===== config.mk =====
export PLATFORM = sky130hd
export DESIGN_NAME = wb_cmd_master
export DESIGN_NICKNAME = d
export VERILOG_FILES = /design/src/rtl/wb_cmd_master_pkg.sv /design/src/rtl/wb_cmd_master_timeout_ctr.sv /design/src/rtl/wb_cmd_master.sv
export SDC_FILE = /design/constraint.sdc
export NUM_CORES = 1
export LEC_CHECK = 0
export BUFFER_PORTS_ARGS = -buffer_cell sky130_fd_sc_hd__buf_4
export CELL_PAD_IN_SITES_DETAIL_PLACEMENT = 0
export CELL_PAD_IN_SITES_GLOBAL_PLACEMENT = 1
export CORE_ASPECT_RATIO = 1.4
export CORE_MARGIN = 2
export CORE_UTILIZATION = 36
export CTS_BUF_LIST = sky130_fd_sc_hd__clkbuf_4 sky130_fd_sc_hd__clkbuf_8 sky130_fd_sc_hd__clkbuf_16
export CTS_CLUSTER_SIZE = 28
export DETAILED_ROUTE_END_ITERATION = 12
export GPL_TIMING_DRIVEN = 0
export HOLD_SLACK_MARGIN = 0.06
export PLACE_DENSITY = 0.91
export SKIP_CTS_REPAIR_TIMING = 1
export SYNTH_ARGS = -nofsm -noshare
export SYNTH_HDL_FRONTEND = slang
export SYNTH_HIERARCHICAL = 1
export SYNTH_SLANG_ARGS = --single-unit

===== constraint.sdc =====
create_clock -name wb_clk_i -period 4.2 [get_ports wb_clk_i]
set_input_delay 0.84 -clock wb_clk_i [delete_from_list [all_inputs] [get_ports wb_clk_i]]
set_output_delay 0.84 -clock wb_clk_i [all_outputs]
set_load 0.05 [all_outputs]

===== src/rtl/wb_cmd_master_pkg.sv =====
// Shared types for the Wishbone command master.
// FSM state encoding, default error word, counter sizing helper.
package wb_cmd_master_pkg;

  typedef enum logic [1:0] {
    ST_IDLE = 2'd0,
    ST_BUS  = 2'd1,
    ST_RESP = 2'd2
  } state_e;

  localparam logic [31:0] ERR_DATA_DEF = 32'hFFFF_FFFF;
  localparam logic [7:0]  ERR_CNT_MAX  = 8'hFF;

  // Counter only ever holds 0..limit-1; it expires on the last value.
  function automatic int ctr_width(input int limit);
    return (limit < 2) ? 1 : $clog2(limit);
  endfunction

endpackage


===== src/rtl/wb_cmd_master_timeout_ctr.sv =====
// Bus-cycle timeout counter: clr zeroes, en counts up.
// Ports: clk, rst, clr, en in; expired out (on the LIMIT-th cycle).
module wb_timeout_ctr
  import wb_cmd_master_pkg::*;
#(
  parameter int LIMIT = 255
) (
  input  logic clk,
  input  logic rst,
  input  logic clr,
  input  logic en,
  output logic expired
);

  localparam int W = ctr_width(LIMIT);
  localparam logic [W-1:0] LAST = W'(LIMIT - 1);

  logic [W-1:0] cnt_q;
  logic [W-1:0] cnt_d;

  always_comb begin
    cnt_d = cnt_q;
    if (clr) begin
      cnt_d = '0;
    end else if (en) begin
      cnt_d = cnt_q + 1'b1;
    end
  end

  always_ff @(posedge clk) begin
    if (rst) begin
      cnt_q <= '0;
    end else begin
      cnt_q <= cnt_d;
    end
  end

  // High during the LIMIT-th bus cycle, so cyc stays up LIMIT cycles.
  assign expired = (cnt_q == LAST);

endmodule


===== src/rtl/wb_cmd_master.sv =====
// Single-outstanding command -> Wishbone classic master with timeout.
// Ports: cmd_* request, rsp_* response, wbm_* bus, err_count.
module wb_cmd_master
  import wb_cmd_master_pkg::*;
#(
  parameter int          TIMEOUT_CYCLES = 255,
  parameter logic [31:0] ERR_DATA       = ERR_DATA_DEF
) (
  input  logic        wb_clk_i,
  input  logic        wb_rst_i,
  input  logic        cmd_valid,
  output logic        cmd_ready,
  input  logic        cmd_we,
  input  logic [31:0] cmd_adr,
  input  logic [31:0] cmd_dat,
  input  logic [3:0]  cmd_sel,
  output logic        rsp_valid,
  input  logic        rsp_ready,
  output logic [31:0] rsp_dat,
  output logic        rsp_err,
  output logic        wbm_cyc_o,
  output logic        wbm_stb_o,
  output logic        wbm_we_o,
  output logic [3:0]  wbm_sel_o,
  output logic [31:0] wbm_adr_o,
  output logic [31:0] wbm_dat_o,
  input  logic [31:0] wbm_dat_i,
  input  logic        wbm_ack_i,
  output logic [7:0]  err_count
);

  state_e      state_q, state_d;
  logic        rdy_q, rdy_d;
  logic        cyc_q, cyc_d;
  logic        we_q, we_d;
  logic [3:0]  sel_q, sel_d;
  logic [31:0] adr_q, adr_d;
  logic [31:0] dat_q, dat_d;
  logic        rv_q, rv_d;
  logic [31:0] rdat_q, rdat_d;
  logic        rerr_q, rerr_d;
  logic [7:0]  ecnt_q, ecnt_d;
  logic        t_clr, t_en, t_exp;

  wb_timeout_ctr #(
    .LIMIT(TIMEOUT_CYCLES)
  ) u_tmo (
    .clk    (wb_clk_i),
    .rst    (wb_rst_i),
    .clr    (t_clr),
    .en     (t_en),
    .expired(t_exp)
  );

  always_comb begin
    state_d = state_q;
    cyc_d   = cyc_q;
    we_d    = we_q;
    sel_d   = sel_q;
    adr_d   = adr_q;
    dat_d   = dat_q;
    rv_d    = rv_q;
    rdat_d  = rdat_q;
    rerr_d  = rerr_q;
    ecnt_d  = ecnt_q;
    t_clr   = 1'b0;
    t_en    = 1'b0;
    unique case (state_q)
      ST_IDLE: begin
        t_clr = 1'b1;
        if (cmd_valid) begin
          state_d = ST_BUS;
          cyc_d   = 1'b1;
          we_d    = cmd_we;
          sel_d   = cmd_sel;
          adr_d   = cmd_adr;
          dat_d   = cmd_dat;
        end
      end
      ST_BUS: begin
        // Ack is checked first so it wins over a same-cycle timeout.
        if (wbm_ack_i || t_exp) begin
          state_d = ST_RESP;
          cyc_d   = 1'b0;
          we_d    = 1'b0;
          sel_d   = '0;
          adr_d   = '0;
          dat_d   = '0;
          rv_d    = 1'b1;
          if (wbm_ack_i) begin
            rdat_d = we_q ? 32'h0 : wbm_dat_i;
            rerr_d = 1'b0;
          end else begin
            rdat_d = ERR_DATA;
            rerr_d = 1'b1;
            if (ecnt_q != ERR_CNT_MAX) begin
              ecnt_d = ecnt_q + 8'd1;
            end
          end
        end else begin
          t_en = 1'b1;
        end
      end
      ST_RESP: begin
        if (rsp_ready) begin
          state_d = ST_IDLE;
          rv_d    = 1'b0;
        end
      end
      default: begin
        state_d = ST_IDLE;
      end
    endcase
    rdy_d = (state_d == ST_IDLE);
  end

  always_ff @(posedge wb_clk_i) begin
    if (wb_rst_i) begin
      state_q <= ST_IDLE;
      rdy_q   <= 1'b1;
      cyc_q   <= 1'b0;
      we_q    <= 1'b0;
      sel_q   <= '0;
      adr_q   <= '0;
      dat_q   <= '0;
      rv_q    <= 1'b0;
      rdat_q  <= '0;
      rerr_q  <= 1'b0;
      ecnt_q  <= '0;
    end else begin
      state_q <= state_d;
      rdy_q   <= rdy_d;
      cyc_q   <= cyc_d;
      we_q    <= we_d;
      sel_q   <= sel_d;
      adr_q   <= adr_d;
      dat_q   <= dat_d;
      rv_q    <= rv_d;
      rdat_q  <= rdat_d;
      rerr_q  <= rerr_d;
      ecnt_q  <= ecnt_d;
    end
  end

  assign cmd_ready = rdy_q;
  assign rsp_valid = rv_q;
  assign rsp_dat   = rdat_q;
  assign rsp_err   = rerr_q;
  assign wbm_cyc_o = cyc_q;
  assign wbm_stb_o = cyc_q;
  assign wbm_we_o  = we_q;
  assign wbm_sel_o = sel_q;
  assign wbm_adr_o = adr_q;
  assign wbm_dat_o = dat_q;
  assign err_count = ecnt_q;

endmodule


==> flow_metrics.env <==
export IMPL_cts_path_max_buffers=2
export IMPL_fin_nets=831
export IMPL_via_per_inst=5.066
export IMPL_multi_input_area_mm2=0.002007
export IMPL_synth_seq_area_share_pct=51.94
export IMPL_yosysTopAreaCell="dfxtp_1"
export IMPL_ant_nets=0
export IMPL_die_area_mm2=0.01412
export IMPL_drive_above_1_share_pct=40.14
export IMPL_drt_iter0_drc=155
export IMPL_gp_congestion=0.8510
export IMPL_cts_tree="done"
export IMPL_start_util_pct=36.82
export IMPL_avgSynthCellArea_um2=9.775
export IMPL_worstSetupStartpointType="input port"
export IMPL_synth_most_common_cell="dfxtp_1"
export IMPL_outcome="finished clean"
export IMPL_die_x_um=101.0
export IMPL_post_route_period_util_pct=49.56
export IMPL_cp_required_ns=4.46
export IMPL_final_max_slew_viol_count=0
export IMPL_insertion_delay_ns=0.40
export IMPL_regArea_mm2=0.002462
export IMPL_synthesis_nets=594
export IMPL_synthCells=485
export IMPL_yosysTopAreaCellShare_pct=51.94
export IMPL_post_place_ws_ns=1.665
export IMPL_grt_pass1_wl_um=22140
export IMPL_period_needed_ns=2.082
export IMPL_root_buffer="clkbuf_16"
export IMPL_areaGrowthSynthToFinish_pct=51.99
export IMPL_dr_pass1_iters=5
export IMPL_crit_fanout=10
export IMPL_p_per_area_mw_per_mm2=484.7
export IMPL_stdcell_count=888
export IMPL_synth_seq_cells=123
export IMPL_skew_ns=0.01100
export IMPL_placed_cells=856
export IMPL_first_global_vias=4547
export IMPL_relSlewSlack_pct=55.21
export IMPL_antenna_found_initial=0
export IMPL_ys_warn_count=6
export IMPL_io_buffers=218
export IMPL_reg2reg_slack_ns=2.13
export IMPL_synth_area_mm2=0.004741
export IMPL_hold_viol=0
export IMPL_pwr_share_comb_pct=18.8
export IMPL_overflow=0
export IMPL_final_setup_tns_ns=0
export IMPL_internal_power_mw=2.500
export IMPL_fmax_mhz=480.4
export IMPL_swShare_pct=28.42
export IMPL_cap_violations=0
export IMPL_setup_viol=0
export IMPL_fp_dieH_um=139.8
export IMPL_pwr_share_clk_pct=44.8
export IMPL_clk_pin_slew_ns=0.05
export IMPL_fillers=1147
export IMPL_vias=4499
export IMPL_netSwitchingPower_uw=992.7
export IMPL_post_route_util_pct=55.97
export IMPL_grt_max_degree=17
export IMPL_synth_area_leaders="dfxtp_1, nor2_1, a22oi_1"
export IMPL_antenna_cells=0
export IMPL_ctsHtreeMaxLevel=4
export IMPL_yosys_top_cells_count="dfxtp_1, nor2_1, a22oi_1, a311oi_1, nand2b_1"
export IMPL_rsz0062_at_grt="false"
export IMPL_num_rows=49
export IMPL_cts_sinks=123
export IMPL_postSynth_asyncResetShare_pct=0
export IMPL_crit_path_end_kind="flop"
export IMPL_ir_drop_uv=250.2
export IMPL_core_mm2=0.01287
export IMPL_globalRouteTotalUtil_pct=19.48
export IMPL_seqPwrFrac_pct=36.4
export IMPL_drc_errors=0
export IMPL_routedWlPerCell_um=15.72
export IMPL_finalWorstSetupSlack_ns=2.118
export IMPL_synth_ff_type="dfxtp_1"
export IMPL_synth_edff_count=0
export IMPL_holdCritPathClass="reg -> reg"
export IMPL_routed_wl_um=13960
export IMPL_dp_final_hpwl_um=10400
export IMPL_worst_pin_slew_ns=0.6719
export IMPL_synth_distinct_cells=41
export IMPL_arrival_ns=2.34
export IMPL_total_leakage_power_nw=3.163
export IMPL_io_pin_count=220
export IMPL_criticalPathCategory="in -> reg"
export IMPL_cts_made_buffers=17
==> placed cells by master, fill, tap and decap left out, types with 7 or more instances in the layout <==
master / n
a21oi_1: 7
nor2_1: 119
a22oi_2: 10
a22oi_1: 59
buf_2: 10
nand2b_1: 32
a311oi_1: 32
clkbuf_16: 17
buf_4: 222
xor2_1: 9
clkbuf_1: 19
buf_6: 10
dfxtp_1: 123
==> path summary, 6_finish.rpt <==
path	startpoint	endpoint	cells after the start
max	wb_rst_i	rsp_err	5
min	rsp_valid	rsp_valid	2
max reg2reg	u_tmo/cnt_q[1]	err_count[7]	7
min reg2reg	rsp_valid	rsp_valid	2
==> power by group through the flow <==
stage | Sequential, mW | Clock, mW | Combinational, mW
after floorplan | 1.51 | 0 | 0.206
after global placement | 1.29 | 0 | 0.649
after detailed placement | 1.30 | 0 | 0.658
after CTS | 1.27 | 1.60 | 0.660
after global routing | 1.28 | 1.65 | 0.696
final | 1.27 | 1.57 | 0.655
==> metal layers <==
metal / wire length, µm / vias up / GRT usage (%)
met2: 7123 / 175 / 34.21
met4: 235 / 0 / 6.259
met3: 879 / 27 / 5.023
li1: - / 2202 / -
met1: 5723 / 2095 / 22.84
met5: 0 / - / 0
==> registers in the layout (all words and copies together), names as in the netlist, 2 cells and up <==
register     count
err_count        8
wbm_adr_o       32
wbm_sel_o        4
u_tmo/cnt_q      8
wbm_dat_o       32
rsp_dat         32
state_q          2
==> critical path, cell delays in order <==
cell,delay [ns]
buf_4,0.08
clkbuf_1,0.26
clkbuf_1,0.56
clkbuf_1,0.48
nor2_1,0.11
==> cells by family after synthesis <==
logic type                 synth area share, %
muxes                                   0.6598
xor gates and xnor gates                 1.848
AOI/OAI and AO/OA                        20.61
adders and majority gates               0.7919
and+or+nand+nor                          18.42
buffers and inverters                    5.727
DFF                                      51.94
==> area by class of cell <==
cell class,instances,share of cell area (%)
Clock inverter,13,2.639
Tap cell,153,2.657
Buffer,44,3.716
Inverter,1,0.05209
Timing Repair Buffer,218,22.71
Clock buffer,19,6.199
Sequential cell,123,34.17
Multi-Input combinational cell,317,27.85
==> per-stage QoR <==
stage	cell area [µm²]	power, mW	hold slack, ns
floorplan	4741	1.716	0.4584
global placement	6569	1.943	0.4493
detailed placement	6569	1.954	0.4494
CTS	7206	3.529	0.4569
global route	7206	3.627	0.4922
finish	7206	3.492	0.4537
Power figures use the tool's default switching activity.
